$ cat config.mk
export PLATFORM = sky130hd
export DESIGN_NAME = sdram_slot_arbiter
export DESIGN_NICKNAME = d
export VERILOG_FILES = /design/src/rtl/sdram_slot_arbiter.sv
export SDC_FILE = /design/constraint.sdc
export NUM_CORES = 1
export LEC_CHECK = 0
export ABC_CLOCK_PERIOD_IN_PS = 3200
export CORE_MARGIN = 2
export CORE_UTILIZATION = 44
export CTS_CLUSTER_DIAMETER = 150
export CTS_CLUSTER_SIZE = 12
export DETAILED_ROUTE_END_ITERATION = 10
export HOLD_SLACK_MARGIN = 0.12
export PLACE_DENSITY = 0.87
export SLEW_MARGIN = 20
export SYNTH_ARGS = -nofsm -noshare
export SYNTH_HDL_FRONTEND = slang
export SYNTH_SLANG_ARGS = --single-unit
$ cat constraint.sdc
create_clock -name clk -period 3.2 [get_ports clk]
set_clock_uncertainty 0.05 [all_clocks]
set_input_delay 0.64 -clock clk [delete_from_list [all_inputs] [get_ports clk]]
set_output_delay 0.64 -clock clk [all_outputs]
set_load 0.01 [all_outputs]
$ cat src/rtl/sdram_slot_arbiter.sv
// sdram_slot_arbiter: shares an 8-cycle-slot SDRAM controller between
// three requesters (p0 video, p1 CPU, p2 ROM/loader).
//
// Ports:
//   clk, reset_n        - system clock, async active-low reset
//   mem_sync            - slot strobe to controller sync (high s=0..3)
//   mem_addr/din/ds     - controller address, write data, byte strobes
//   mem_oe / mem_we     - controller read / write request, held per slot
//   mem_dout            - controller read data
//   pN_req/we/addr/     - requester N (0..2) request bundle; req held
//   pN_wdata/pN_ds        high until pN_ack
//   pN_ack              - one-cycle completion pulse to requester N
//   rdata               - read data, valid in the ack cycle
//
// Build option: define REFRESH_EN to force an idle (auto-refresh) slot
// after REFRESH_SLOTS consecutive granted slots.

module sdram_slot_arbiter #(
   parameter int AW            = 24,
   parameter int DOUT_CYCLE    = 7,
   parameter int REFRESH_SLOTS = 16
) (
   input  logic          clk,
   input  logic          reset_n,
   output logic          mem_sync,
   output logic [AW-1:0] mem_addr,
   output logic [15:0]   mem_din,
   output logic [1:0]    mem_ds,
   output logic          mem_oe,
   output logic          mem_we,
   input  logic [15:0]   mem_dout,
   input  logic          p0_req,
   input  logic          p0_we,
   input  logic [AW-1:0] p0_addr,
   input  logic [15:0]   p0_wdata,
   input  logic [1:0]    p0_ds,
   output logic          p0_ack,
   input  logic          p1_req,
   input  logic          p1_we,
   input  logic [AW-1:0] p1_addr,
   input  logic [15:0]   p1_wdata,
   input  logic [1:0]    p1_ds,
   output logic          p1_ack,
   input  logic          p2_req,
   input  logic          p2_we,
   input  logic [AW-1:0] p2_addr,
   input  logic [15:0]   p2_wdata,
   input  logic [1:0]    p2_ds,
   output logic          p2_ack,
   output logic [15:0]   rdata
);

   typedef enum logic [1:0] {
      GNT_NONE = 2'd0,
      GNT_P0   = 2'd1,
      GNT_P1   = 2'd2,
      GNT_P2   = 2'd3
   } gnt_e;

   localparam logic [2:0] LP_DOUT = 3'(DOUT_CYCLE);

   logic [2:0]    r_s;
   logic          r_started;
   logic          r_sync;
   gnt_e          r_gnt;
   logic          r_oe;
   logic          r_we;
   logic [AW-1:0] r_addr;
   logic [15:0]   r_din;
   logic [1:0]    r_ds;
   logic [15:0]   r_rdata;
   logic [2:0]    r_ack;

   logic [2:0]    w_s_nx;
   logic          w_sync_nx;
   logic          w_slot_end;
   logic          w_cap;
   logic          w_force_idle;
   logic [2:0]    w_req;
   logic [2:0]    w_gnt_oh;
   logic [2:0]    w_cand;
   logic [2:0]    w_pick;
   gnt_e          w_gnt_nx;
   logic          w_sel_we;
   logic [AW-1:0] w_sel_addr;
   logic [15:0]   w_sel_din;
   logic [1:0]    w_sel_ds;

   assign w_s_nx     = r_s + 3'd1;
   assign w_slot_end = (r_s == 3'd7);
   assign w_cap      = (r_s == LP_DOUT);

   // sync stays low until the first arbitration edge so the
   // controller never sees a slot start before a grant exists
   assign w_sync_nx = (r_started | w_slot_end) & ~w_s_nx[2];

   assign w_req    = {p2_req, p1_req, p0_req};
   assign w_gnt_oh = {r_gnt == GNT_P2,
                      r_gnt == GNT_P1,
                      r_gnt == GNT_P0};

   // the port owning the ending slot still has req high for
   // the access being acked, so it sits this boundary out
   assign w_cand = w_req & ~w_gnt_oh;

   assign w_pick[0] = w_cand[0] & ~w_force_idle;
   assign w_pick[1] = w_cand[1] & ~w_cand[0] & ~w_force_idle;
   assign w_pick[2] = w_cand[2] & ~w_cand[1] & ~w_cand[0]
                    & ~w_force_idle;

`ifdef REFRESH_EN
   localparam int RW = $clog2(REFRESH_SLOTS + 1);

   logic [RW-1:0] r_ref;

   assign w_force_idle = (r_ref == RW'(REFRESH_SLOTS));

   // counts consecutive granted slots; any idle slot clears it
   always_ff @(posedge clk or negedge reset_n) begin
      if (!reset_n) begin
         r_ref <= '0;
      end else if (w_slot_end) begin
         if (w_gnt_nx == GNT_NONE)
            r_ref <= '0;
         else
            r_ref <= r_ref + 1'b1;
      end
   end
`else
   // a zero-length refresh window would mean permanent idle,
   // the same as the counter build; otherwise never forced
   assign w_force_idle = (REFRESH_SLOTS < 1);
`endif

   always_comb begin
      w_gnt_nx   = GNT_NONE;
      w_sel_we   = 1'b0;
      w_sel_addr = '0;
      w_sel_din  = '0;
      w_sel_ds   = '0;
      unique case (1'b1)
         w_pick[0]: begin
            w_gnt_nx   = GNT_P0;
            w_sel_we   = p0_we;
            w_sel_addr = p0_addr;
            w_sel_din  = p0_wdata;
            w_sel_ds   = p0_ds;
         end
         w_pick[1]: begin
            w_gnt_nx   = GNT_P1;
            w_sel_we   = p1_we;
            w_sel_addr = p1_addr;
            w_sel_din  = p1_wdata;
            w_sel_ds   = p1_ds;
         end
         w_pick[2]: begin
            w_gnt_nx   = GNT_P2;
            w_sel_we   = p2_we;
            w_sel_addr = p2_addr;
            w_sel_din  = p2_wdata;
            w_sel_ds   = p2_ds;
         end
         default: ;
      endcase
   end

   always_ff @(posedge clk or negedge reset_n) begin
      if (!reset_n) begin
         r_s       <= 3'd0;
         r_started <= 1'b0;
         r_sync    <= 1'b0;
         r_gnt     <= GNT_NONE;
         r_oe      <= 1'b0;
         r_we      <= 1'b0;
         r_addr    <= '0;
         r_din     <= '0;
         r_ds      <= '0;
         r_rdata   <= '0;
         r_ack     <= '0;
      end else begin
         r_s       <= w_s_nx;
         r_sync    <= w_sync_nx;
         r_started <= r_started | w_slot_end;
         // ack uses the grant of the slot being completed, even
         // when the same edge also installs the next grant
         r_ack <= w_cap ? w_gnt_oh : 3'b000;
         if (w_cap && r_oe)
            r_rdata <= mem_dout;
         if (w_slot_end) begin
            r_gnt  <= w_gnt_nx;
            r_oe   <= (w_gnt_nx != GNT_NONE) & ~w_sel_we;
            r_we   <= (w_gnt_nx != GNT_NONE) & w_sel_we;
            r_addr <= w_sel_addr;
            r_din  <= w_sel_din;
            r_ds   <= w_sel_ds;
         end
      end
   end

   assign mem_sync = r_sync;
   assign mem_addr = r_addr;
   assign mem_din  = r_din;
   assign mem_ds   = r_ds;
   assign mem_oe   = r_oe;
   assign mem_we   = r_we;
   assign p0_ack   = r_ack[0];
   assign p1_ack   = r_ack[1];
   assign p2_ack   = r_ack[2];
   assign rdata    = r_rdata;

endmodule

## Yosys cells after proc, flatten, opt, wreduce, memory -nomap -nowiden

Cells that the tools add are included.

- Register bits after elaboration: 70
- Input bits: 150
- Output and inout bits: 64

- $add $sub $neg: 1
- Eq/ne operators: 4
- Mux-type cells: 6
- Bitwise gates (word level): 13
- Reductions and logical operators: 2

Operators by type and width:

| kind | number |
|---|---|
| case mux 24 bit (3 select lines) | 1 |
| case mux 16 bit (3 select lines) | 1 |
| case mux 2 bit (3 select lines) | 2 |
| bitwise AND 1 bit | 6 |
| equality test 2 bit, second input constant | 2 |
| inverter 1 bit | 4 |
| adder 3 x 1 -> 3 bit, second input constant | 1 |
| bitwise AND 3 bit | 1 |
| equality test 3 bit, second input constant | 1 |
| two-way mux 3 bit | 1 |
| inverter 3 bit | 1 |
| case mux 1 bit (3 select lines) | 1 |
| equality test 2 x 1 -> 1 bit, second input constant | 1 |
| nonzero test 2 bit | 1 |
| logical AND 1 bit | 1 |
| OR 1 bit | 1 |

## Depth between registers and ports, before layout

- Word-level depth: 9
- Gate-level depth with buffers: 7
- Gate-level depth less buffers: 6

## Worst setup path before layout

OpenSTA, ideal clock, no wires.

- Path kind: input port to flip-flop
- From: input port p0_req
- To: register r_we (netlist: mem_we)
- Setup time: 81 ps
- Arrival time: 1,801 ps
- Setup slack: 1,268 ps
- Stages: 6
- Buffers on the path: 2
- Cell sequence: buf_2 mux2i_1 a2111oi_4 buf_6 a21oi_2 a31oi_2

- Word-level cells in the longest chain between the ends: 6
- Elaborated cells between the ends (all ways): 8

Ends and longest elaborated chain:

| element | RTL line | RTL |
|---|---|---|
| from (decl) | 32 | `input logic p0_req,` |
| bitwise AND 3 bit * | 104 | `assign w_cand = w_req & ~w_gnt_oh;` |
| inverter 1 bit | 107, 108 |  |
| bitwise AND 1 bit, on equally long branches | 108, 107 |  |
| case mux 2 bit (3 select lines) | 141 | `unique case (1'b1)` |
| nonzero test 2 bit | 192 | `r_we <= (w_gnt_nx != GNT_NONE) & w_sel_we;` |
| bitwise AND 1 bit * | 192 |  |
| to (signal assigned) | 192 |  |
| to (decl) | 67 | `logic r_we;` |

Mark *: on every way between the ends. The rest lies on a longest branch, timed or not.
A chain may end at the register's enable or synchronous reset.

## Final worst setup path

- From: register r_s[0]
- To: register r_addr[15] (netlist: mem_addr[15])

- Word-level cells in the longest chain between the ends: 1

Ends and longest elaborated chain:

| element | RTL line | RTL |
|---|---|---|
| from (decl) | 62 | `logic [2:0] r_s;` |
| from (signal assigned) | 181 | `r_s <= w_s_nx;` |
| equality test 3 bit | 90 | `assign w_slot_end = (r_s == 3'd7);` |
| to (signal assigned) | 193 | `r_addr <= w_sel_addr;` |
| to (decl) | 68 | `logic [AW-1:0] r_addr;` |

Every way passes these cells.

==> results.cfg <==
[sta]
tns_ns = 0
finalMaxSlewViolations = 0
rsz0062_at_grt = no
setup_viol_count_final = 0
min_period_over_period = 0.786
hold_violations = 0
fmax_ghz = 0.397
layout_setup_ws_ns = 0.683
tightest_slew_ns = 0.910
layout_min_cycle_time_ns = 2.52
relSlewSlack = 0.394

[die]
row_count = 36
fp.dieH_um = 104
coreArea_um2 = 9730
initial_core_util = 0.450
die_w_um = 104
die-area_um2 = 10800
io_pins = 214

[place]
gp_congestion = 0.877
hpwlAfterDp_um = 10300
port_buffers = 213
post-place-ws_ns = 0.511

[route]
viasPerCell = 5.92
first_pass_iters = 9
post_drt_wl_per_cell_um = 19.0
vias = 4727
routed_wl_um = 15200
route.detailed.drc = 1
highest_layer = met4
antenna_left = 0
met3_length_um = 1140
met2_length_um = 7500
drtIter0Drc = 442
met1Wirelength_um = 5960

[clock_tree]
cts-root-buf = clkbuf_8
htree_levels = 3
clk_pin_slew_worst_paths_ns = 0.09
cts_sinks = 70
clk_path_buf_depth = 2
cts_tree = built
cts_made_buffers = 9
ctsHoldBuffers = 0
clk_latency_ns = 0.35
cts_resized = 0
cts.repair_timing.setup_buffer_count = 0

[critical_path]
crit_chain = ha_1 -> ha_2 -> inv_1 -> a2111oi_4 -> buf_4 -> o22a_1
worstSetupPathType = flip-flop to flip-flop
critical_path_required_ns = 3.44
r2r_cells = 6
critical_path_cell_count = 6
slowest_stage = ha_2
worstPathMaxFanout = 44
reg2reg_to = mem_addr[15]
cp-startpoint = r_s[0]
crit_path_max_incr_delay_ns = 0.52
crit_arrival_ns = 2.75
critPathCaptureType = flip-flop
regToRegStartpoint = r_s[0]
critical_path_buf_inv_count = 2
cp-endpoint = mem_addr[15]
r2r_slack_ns = 0.68
cp_top_family = buffers and inverters
worstSetupStartpointType = flip-flop

[synth]
yosysSeqAreaShare = 0.400
synth.top_cell.area_share = 0.400
syn_avg_cell_area_um2 = 9.21
syn_nets = 627
synth.distinct_cells = 33
yosys_warnings = 0
netlist_top_cells_count = dfrtp_1 (70), nand2_1 (49), nor2_1 (47), o21ai_0 (46), nor2b_1 (44)
synthArstFlopShare = 1.00
syn_inst = 475
synth_most_common_cell = dfrtp_1
synth-edff-count = 0
synth_area_leaders = dfrtp_1 (40%), a222oi_1 (9.6%), o22a_1 (8.4%), a21o_1 (7.2%), nor2b_1 (6.3%)
synthesis.area_um2 = 4380
ys_seq_elements = 70
synth_ff_type = dfrtp_1
yosys.area.top_type = dfrtp_1

[hold_path]
worstHoldPathType = input pin to async pin

[grt]
antenna_found_initial = 0
grt_pass1_wl_um = 24300
grt_usage = 0.278
grt_max_degree = 71
grt_overflow_total = 0
grt_pass1_vias = 4889

[run]
cap_violations = 0

[finish]
final_nets = 813
syn2layout_area_growth_pct = 54.9
antenna_cells = 0
drive_above_1_share = 0.0826

[power_and_ir_drop]
ir_worst_vdd_mv = 0.349
p_leak_nw = 3.25
power.density_nw_per_um2 = 730

[run_status]
status = complete, but fails checks
violations = DRC
-- cell families (layout without fill, tap and decap cells) --
group / Yosys count / in the layout / synth area share
AOI/OAI and AO/OA: 183 / 183 / 0.330
buffers and inverters: 54 / 245 / 0.0592
DFF: 70 / 70 / 0.400
muxes: 18 / 18 / 0.0457
adders and majority gates: 2 / 2 / 0.00572
and+or+nand+nor: 148 / 148 / 0.159
-- layer usage --
layer  vias to the layer above  global-route usage
met5                         -                   0
met4                         0               0.130
met3                        50              0.0554
met2                       287               0.467
met1                      2247               0.343
li1                       2143                   -
-- layout make-up --
type                       count  area [um^2]
tap                          133          166
timing repair buffer         225         2230
sequential                    70         1750
inverter                       4         15.0
fill                         728         2950
clock buffer                  10          138
multi-input combinational    351         2380
clock inverter                 6         92.6
-- where the power goes --
part	internal, mW	switching (mW)
clock network	0.466	0.370
logic	1.46	1.14
registers	1.23	0.284
total	3.16	1.79
-- worst min-delay path by stage --
stage                     startpoint      endpoint  slack [ns]  cells past startpoint
after floorplan              reset_n   mem_addr[0]        0.29                      0
after global placement        r_s[0]        r_s[0]        0.36                      1
after detailed placement   r_started     r_started        0.38                      1
after CTS                    reset_n  mem_addr[10]        0.40                      1
after global routing       r_started     r_started        0.42                      1
final                        reset_n   mem_addr[7]        0.36                      1
-- state kept, by name (all words and copies together) (netlist names) --
| signal | flops |
|---|---|
| mem_din | 16 |
| mem_sync | 1 |
| mem_we | 1 |
| mem_oe | 1 |
| r_gnt | 2 |
| r_s | 3 |
| mem_ds | 2 |
| mem_addr | 24 |
| r_ack | 3 |
| r_started | 1 |
| rdata | 16 |
-- per-stage QoR --
stage | cells | total power, mW | util | hold slack (ns) | cell area, um^2
6_report | 799 | 4.95 | 0.697 | 0.359 | 6780
5_1_grt | 799 | 5.22 | 0.697 | 0.416 | 6780
4_1_cts | 798 | 4.92 | 0.694 | 0.398 | 6750
3_5_place_dp | 782 | 4.06 | 0.670 | 0.384 | 6520
3_3_place_gp | 782 | 3.95 | 0.670 | 0.361 | 6520
2_1_floorplan | 475 | 2.86 | - | 0.294 | 4380
-- placed cells by master, fill, tap and decap left out, types with 2 or more instances in the layout --
master	count
clkinvlp_4	2
o22a_1	42
a21o_1	42
nand2_1	49
nor2_1	47
mux2i_1	2
dfrtp_1	69
clkdlybuf4s50_1	211
nor3_1	2
a221o_1	2
inv_6	2
nor2b_1	44
nand2b_1	2
mux2_2	16
bufinv_16	2
clkbuf_8	10
a222oi_1	42
inv_1	3
o21ai_0	46
buf_4	12
No activity file was read; power rests on OpenSTA's default activity.
